--- src/rtl/mips_cpu_bus_mem_port.sv ---
// Load/store port: turns one CPU byte/half/word access into a single aligned Avalon-style bus
// transfer and returns lane-extracted read data. Optional macro: MEMPORT_TIMEOUT_EN.
module mips_cpu_bus_mem_port #(
  parameter int unsigned READ_LATENCY   = 1,
  parameter int unsigned TIMEOUT_CYCLES = 255
) (
  input  logic        clk,
  input  logic        reset_n,
  // CPU side
  input  logic        req_valid,
  output logic        req_ready,
  input  logic        req_write,
  input  logic [1:0]  req_size,
  input  logic        req_signed,
  input  logic [31:0] req_addr,
  input  logic [31:0] req_wdata,
  output logic        resp_valid,
  output logic        resp_err,
  output logic [31:0] resp_rdata,
  // Bus side
  output logic [31:0] address,
  output logic        read,
  output logic        write,
  output logic [3:0]  byteenable,
  output logic [31:0] writedata,
  input  logic        waitrequest,
  input  logic [31:0] readdata
);

  localparam logic [1:0] StIdle   = 2'd0;
  localparam logic [1:0] StBus    = 2'd1;
  localparam logic [1:0] StRdWait = 2'd2;
  localparam logic [1:0] StResp   = 2'd3;

  localparam logic [1:0] LatLast = 2'(READ_LATENCY);

  logic [1:0]  state_q, state_d;
  logic        read_q, read_d;
  logic        write_q, write_d;
  logic [3:0]  be_q, be_d;
  logic [31:0] addr_q, addr_d;
  logic [31:0] wdata_q, wdata_d;
  logic [1:0]  size_q, size_d;
  logic        signed_q, signed_d;
  logic [1:0]  off_q, off_d;
  logic [1:0]  lat_q, lat_d;
  logic        resp_valid_q, resp_valid_d;
  logic        resp_err_q, resp_err_d;
  logic [31:0] resp_rdata_q, resp_rdata_d;

`ifdef MEMPORT_TIMEOUT_EN
  localparam logic [7:0] TimeoutLast = 8'(TIMEOUT_CYCLES - 1);
  logic [7:0] wait_q, wait_d;
`endif

  logic [1:0]  req_off;
  logic        req_misaligned;
  logic [3:0]  req_be;
  logic [31:0] req_wdata_lanes;
  logic [31:0] rdata_ext;

  assign req_off = req_addr[1:0];

  always_comb begin
    req_misaligned  = 1'b0;
    req_be          = 4'b1111;
    req_wdata_lanes = req_wdata;
    unique case (req_size)
      2'b00: begin
        req_be          = 4'b0001 << req_off;
        req_wdata_lanes = {4{req_wdata[7:0]}};
      end
      2'b01: begin
        req_misaligned  = req_off[0];
        req_be          = req_off[1] ? 4'b1100 : 4'b0011;
        req_wdata_lanes = {2{req_wdata[15:0]}};
      end
      2'b10: begin
        req_misaligned  = (req_off != 2'b00);
      end
      default: begin
        req_misaligned  = 1'b1;
      end
    endcase
  end

  // Lane extraction uses the offset/size/sign latched at request acceptance.
  function automatic logic [31:0] extract(input logic [31:0] data, input logic [1:0] size,
                                          input logic sgn, input logic [1:0] off);
    logic [31:0] sh;
    logic [31:0] res;
    sh = data >> {off, 3'b000};
    case (size)
      2'b00:   res = sgn ? {{24{sh[7]}}, sh[7:0]} : {24'h0, sh[7:0]};
      2'b01:   res = sgn ? {{16{sh[15]}}, sh[15:0]} : {16'h0, sh[15:0]};
      default: res = sh;
    endcase
    return res;
  endfunction

  assign rdata_ext = extract(readdata, size_q, signed_q, off_q);

  always_comb begin
    state_d      = state_q;
    read_d       = read_q;
    write_d      = write_q;
    be_d         = be_q;
    addr_d       = addr_q;
    wdata_d      = wdata_q;
    size_d       = size_q;
    signed_d     = signed_q;
    off_d        = off_q;
    lat_d        = lat_q;
    resp_valid_d = 1'b0;
    resp_err_d   = 1'b0;
    resp_rdata_d = 32'h0;
`ifdef MEMPORT_TIMEOUT_EN
    wait_d       = wait_q;
`endif

    unique case (state_q)
      StIdle: begin
        if (req_valid) begin
          if (req_misaligned) begin
            state_d      = StResp;
            resp_valid_d = 1'b1;
            resp_err_d   = 1'b1;
          end else begin
            state_d  = StBus;
            read_d   = ~req_write;
            write_d  = req_write;
            addr_d   = {req_addr[31:2], 2'b00};
            be_d     = req_be;
            wdata_d  = req_write ? req_wdata_lanes : 32'h0;
            size_d   = req_size;
            signed_d = req_signed;
            off_d    = req_off;
`ifdef MEMPORT_TIMEOUT_EN
            wait_d   = 8'd0;
`endif
          end
        end
      end

      StBus: begin
        if (!waitrequest) begin
          read_d  = 1'b0;
          write_d = 1'b0;
          if (write_q) begin
            state_d      = StResp;
            resp_valid_d = 1'b1;
          end else if (READ_LATENCY == 0) begin
            state_d      = StResp;
            resp_valid_d = 1'b1;
            resp_rdata_d = rdata_ext;
          end else begin
            state_d = StRdWait;
            lat_d   = 2'd1;
          end
        end
`ifdef MEMPORT_TIMEOUT_EN
        // Abort after TIMEOUT_CYCLES consecutive stalled cycles.
        else if (wait_q == TimeoutLast) begin
          read_d       = 1'b0;
          write_d      = 1'b0;
          state_d      = StResp;
          resp_valid_d = 1'b1;
          resp_err_d   = 1'b1;
        end else begin
          wait_d = wait_q + 8'd1;
        end
`endif
      end

      StRdWait: begin
        if (lat_q == LatLast) begin
          state_d      = StResp;
          resp_valid_d = 1'b1;
          resp_rdata_d = rdata_ext;
        end else begin
          lat_d = lat_q + 2'd1;
        end
      end

      default: begin
        state_d = StIdle;
      end
    endcase
  end

  always_ff @(posedge clk or negedge reset_n) begin
    if (!reset_n) begin
      state_q      <= StIdle;
      read_q       <= 1'b0;
      write_q      <= 1'b0;
      be_q         <= 4'h0;
      addr_q       <= 32'h0;
      wdata_q      <= 32'h0;
      size_q       <= 2'b00;
      signed_q     <= 1'b0;
      off_q        <= 2'b00;
      lat_q        <= 2'd0;
      resp_valid_q <= 1'b0;
      resp_err_q   <= 1'b0;
      resp_rdata_q <= 32'h0;
`ifdef MEMPORT_TIMEOUT_EN
      wait_q       <= 8'd0;
`endif
    end else begin
      state_q      <= state_d;
      read_q       <= read_d;
      write_q      <= write_d;
      be_q         <= be_d;
      addr_q       <= addr_d;
      wdata_q      <= wdata_d;
      size_q       <= size_d;
      signed_q     <= signed_d;
      off_q        <= off_d;
      lat_q        <= lat_d;
      resp_valid_q <= resp_valid_d;
      resp_err_q   <= resp_err_d;
      resp_rdata_q <= resp_rdata_d;
`ifdef MEMPORT_TIMEOUT_EN
      wait_q       <= wait_d;
`endif
    end
  end

  assign req_ready  = (state_q == StIdle);
  assign resp_valid = resp_valid_q;
  assign resp_err   = resp_err_q;
  assign resp_rdata = resp_rdata_q;
  assign address    = addr_q;
  assign read       = read_q;
  assign write      = write_q;
  assign byteenable = be_q;
  assign writedata  = wdata_q;

endmodule

--- config.mk ---
export PLATFORM = sky130hd
export DESIGN_NAME = mips_cpu_bus_mem_port
export DESIGN_NICKNAME = d
export VERILOG_FILES = /design/src/rtl/mips_cpu_bus_mem_port.sv
export SDC_FILE = /design/constraint.sdc
export NUM_CORES = 1
export LEC_CHECK = 0
export CAP_MARGIN = 10
export CORE_ASPECT_RATIO = 2
export CORE_UTILIZATION = 40
export DETAILED_ROUTE_END_ITERATION = 16
export HOLD_SLACK_MARGIN = 0.03
export PLACE_DENSITY = 0.85
export SLEW_MARGIN = 15
export SYNTH_ARGS = -nofsm -noshare
export SYNTH_HDL_FRONTEND = slang
export SYNTH_SLANG_ARGS = --single-unit
--- constraint.sdc ---
create_clock -name clk -period 3.7 [get_ports clk]
set_input_delay 0.37 -clock clk [delete_from_list [all_inputs] [get_ports clk]]
set_output_delay 0.37 -clock clk [all_outputs]
set_load 0.1 [all_outputs]
==> impl_metrics.json <==
{
  "outcome": "complete, no violations",
  "r2r_cells": 4,
  "worstPathArrival_ps": 2440,
  "required_ps": 3330,
  "antenna_found_initial": 0,
  "ctsHoldBuffers": 0,
  "synth_top_area_share_pct": 48.84,
  "nets": 753,
  "core-area_um2": 13890,
  "worstSetupEndpointType": "output pin",
  "synth_cell_types": 48,
  "vias": 4324,
  "cts_setup_buffers": 0,
  "die_w_um": 86.31,
  "synthFlopType": "dfrtp_1",
  "finalSetupViolCount": 0,
  "wl_per_cell_um": 18.16,
  "holdWs_ps": 197.7,
  "start_kind": "flop",
  "cts.clk_slew.worst_paths_ps": 80,
  "grt_pass1_vias": 4381,
  "utilization_pct": 58.28,
  "gp_congestion": 0.8780,
  "ys_seq_elements": 111,
  "maxCapViolations": 0,
  "ys_seq_area_share_pct": 48.84,
  "grt_pass1_wl_um": 22860,
  "max_freq_mhz": 356.3,
  "synth-edff-count": 0,
  "design.die.area_um2": 14730,
  "drt_iter0_drc": 103,
  "timing.setup.tns_ps": 0,
  "detail-route-antenna-nets": 0,
  "portBuffers": 206,
  "cts_made_buffers": 9,
  "ctsResizeCount": 0,
  "critPathKind": "reg -> out",
  "rsz0062_at_grt": "false",
  "areaGrowthSynthToFinish_pct": 42.35,
  "drive_gt1_share_pct": 17.72,
  "synth.cell_area_um2": 5687,
  "yosys_warnings": 0,
  "grt.total_usage_pct": 20.49,
  "timing.final.crit_period_ps": 2807,
  "period_share_pct": 75.86,
  "cts.sink_count": 111,
  "post_dp_cell_area_um2": 7797,
  "clockBufferDepth": 2,
  "ios": 209,
  "relSlewSlack_pct": 30.54,
  "htree_levels": 3,
  "synthArstFlopShare_pct": 100.0,
  "hpwl_um": 11710,
  "n_antenna_cell": 0,
  "hold_viol": 0,
  "std_cell_rows": 61,
  "worstMarginPinSlew_ps": 1039,
  "start_util_pct": 40.94,
  "netlist.top_cell.by_area": "dfrtp_1",
  "hold_path_class": "in -> async",
  "fin_area_um2": 8095,
  "viasPerCell": 5.160,
  "slew_viol_final": 0,
  "cts_tree": "done",
  "root_buffer": "clkbuf_16",
  "avgSynthCellArea_um2": 12.61,
  "grt_start_max_net_pins": 82,
  "clock_latency_ps": 340,
  "route.detailed.drc": 0,
  "first_pass_iters": 4,
  "totalWireLength_um": 15220,
  "synthCells": 451,
  "die_y_um": 170.6,
  "gr-total-overflow": 0,
  "critPathMaxFanout": 10,
  "clock_skew_ps": 10.89,
  "synth.area.top_cells": "dfrtp_1 49%, mux2_4 14%, mux2i_1 5.8%"
}
routing by layer:
metal | routed length (um) | track usage (%) | up-vias
li1 | - | - | 1980
met1 | 5210 | 20.57 | 2106
met2 | 8548 | 39.06 | 198
met3 | 747 | 3.329 | 40
met4 | 713 | 11.16 | 0
met5 | 0 | 0 | -
logic make-up (layout without fill, tap and decap cells):
kind of cell	count (synthesis)	in the layout	share of synthesized area [%]
DFF	111	111	48.84
xor gates and xnor gates	1	1	0.1540
adders and majority gates	5	5	1.100
other	1	2	0.06594
and+or+nand+nor	89	89	8.515
buffers and inverters	56	253	6.182
muxes	114	114	25.48
AOI/OAI and AO/OA	74	74	9.660
critical path: stages (launching register included):
cell and delay (ps):
dfrtp_1 410, inv_1 110, ha_1 370, clkdlybuf4s50_1 1210
final timing paths:
check,startpoint,to,slack (ps)
worst min register to register,byteenable[0]$_DFFE_PN0P_,byteenable[0]$_DFFE_PN0P_,490
worst max-delay path,state_q[1]$_DFFE_PN0P_,req_ready,890
min in group clk,byteenable[0]$_DFFE_PN0P_,byteenable[0]$_DFFE_PN0P_,490
max in group asynchronous,reset_n,writedata[30]$_DFFE_PN0P_,2640
worst min-delay path,reset_n,resp_rdata[0]$_DFF_PN0_,200
worst max register to register,off_q[1]$_DFFE_PN0P_,resp_rdata[16]$_DFF_PN0_,1380
cells in the final DEF, fill, tap and decap left out, types with 7 or more instances in the layout:
cell type	count
a21oi_1	10
buf_4	7
mux2_4	52
dfrtp_1	111
o211ai_1	8
clkdlybuf4s50_1	205
nor2_1	20
or3b_2	8
a221oi_1	8
o21ai_0	19
o2bb2ai_1	8
nand2_1	22
clkbuf_16	9
a211oi_1	7
nand2b_1	11
mux2_2	24
mux2i_1	33
inv_1	24
nor3_1	10
metrics by stage:
step           setup slack [ps]  cells
6_report                  893.2    838
5_1_grt                   798.2    838
4_1_cts                   874.7    838
3_5_place_dp               1145    822
3_3_place_gp               1190    822
2_1_floorplan              1152    452
registers in the layout (all words and copies together) (netlist names), 2 cells and up:
name        cells
lat_q           2
address        30
state_q         2
size_q          2
byteenable      4
off_q           2
resp_rdata     32
writedata      32
cells in the mapped netlist, types with 5 or more instances:
| library cell | instances |
|---|---|
| a211oi_1 | 7 |
| mux2i_1 | 33 |
| nor3_1 | 10 |
| o21ai_0 | 19 |
| inv_1 | 24 |
| dfrtp_1 | 111 |
| buf_2 | 13 |
| a21oi_1 | 10 |
| buf_4 | 6 |
| mux2_2 | 24 |
| mux2_4 | 52 |
| o2bb2ai_1 | 8 |
| nand2b_1 | 11 |
| a221oi_1 | 8 |
| o211ai_1 | 8 |
| nor2_1 | 20 |
| ha_1 | 5 |
| nand2_1 | 22 |
| or3b_2 | 8 |
area by class of cell:
type | instances | area, um^2
repair buffers | 213 | 2125
clock inverters | 7 | 72.57
fillers | 1173 | 5796
clock buffers | 9 | 225.2
well taps | 189 | 236.5
flip-flops and latches | 111 | 2778
multi-input cells | 285 | 2569
inverters | 24 | 90.09
Power is not shown: default switching activity piles up to over one toggle a cycle in this logic, so the estimate is an artifact.
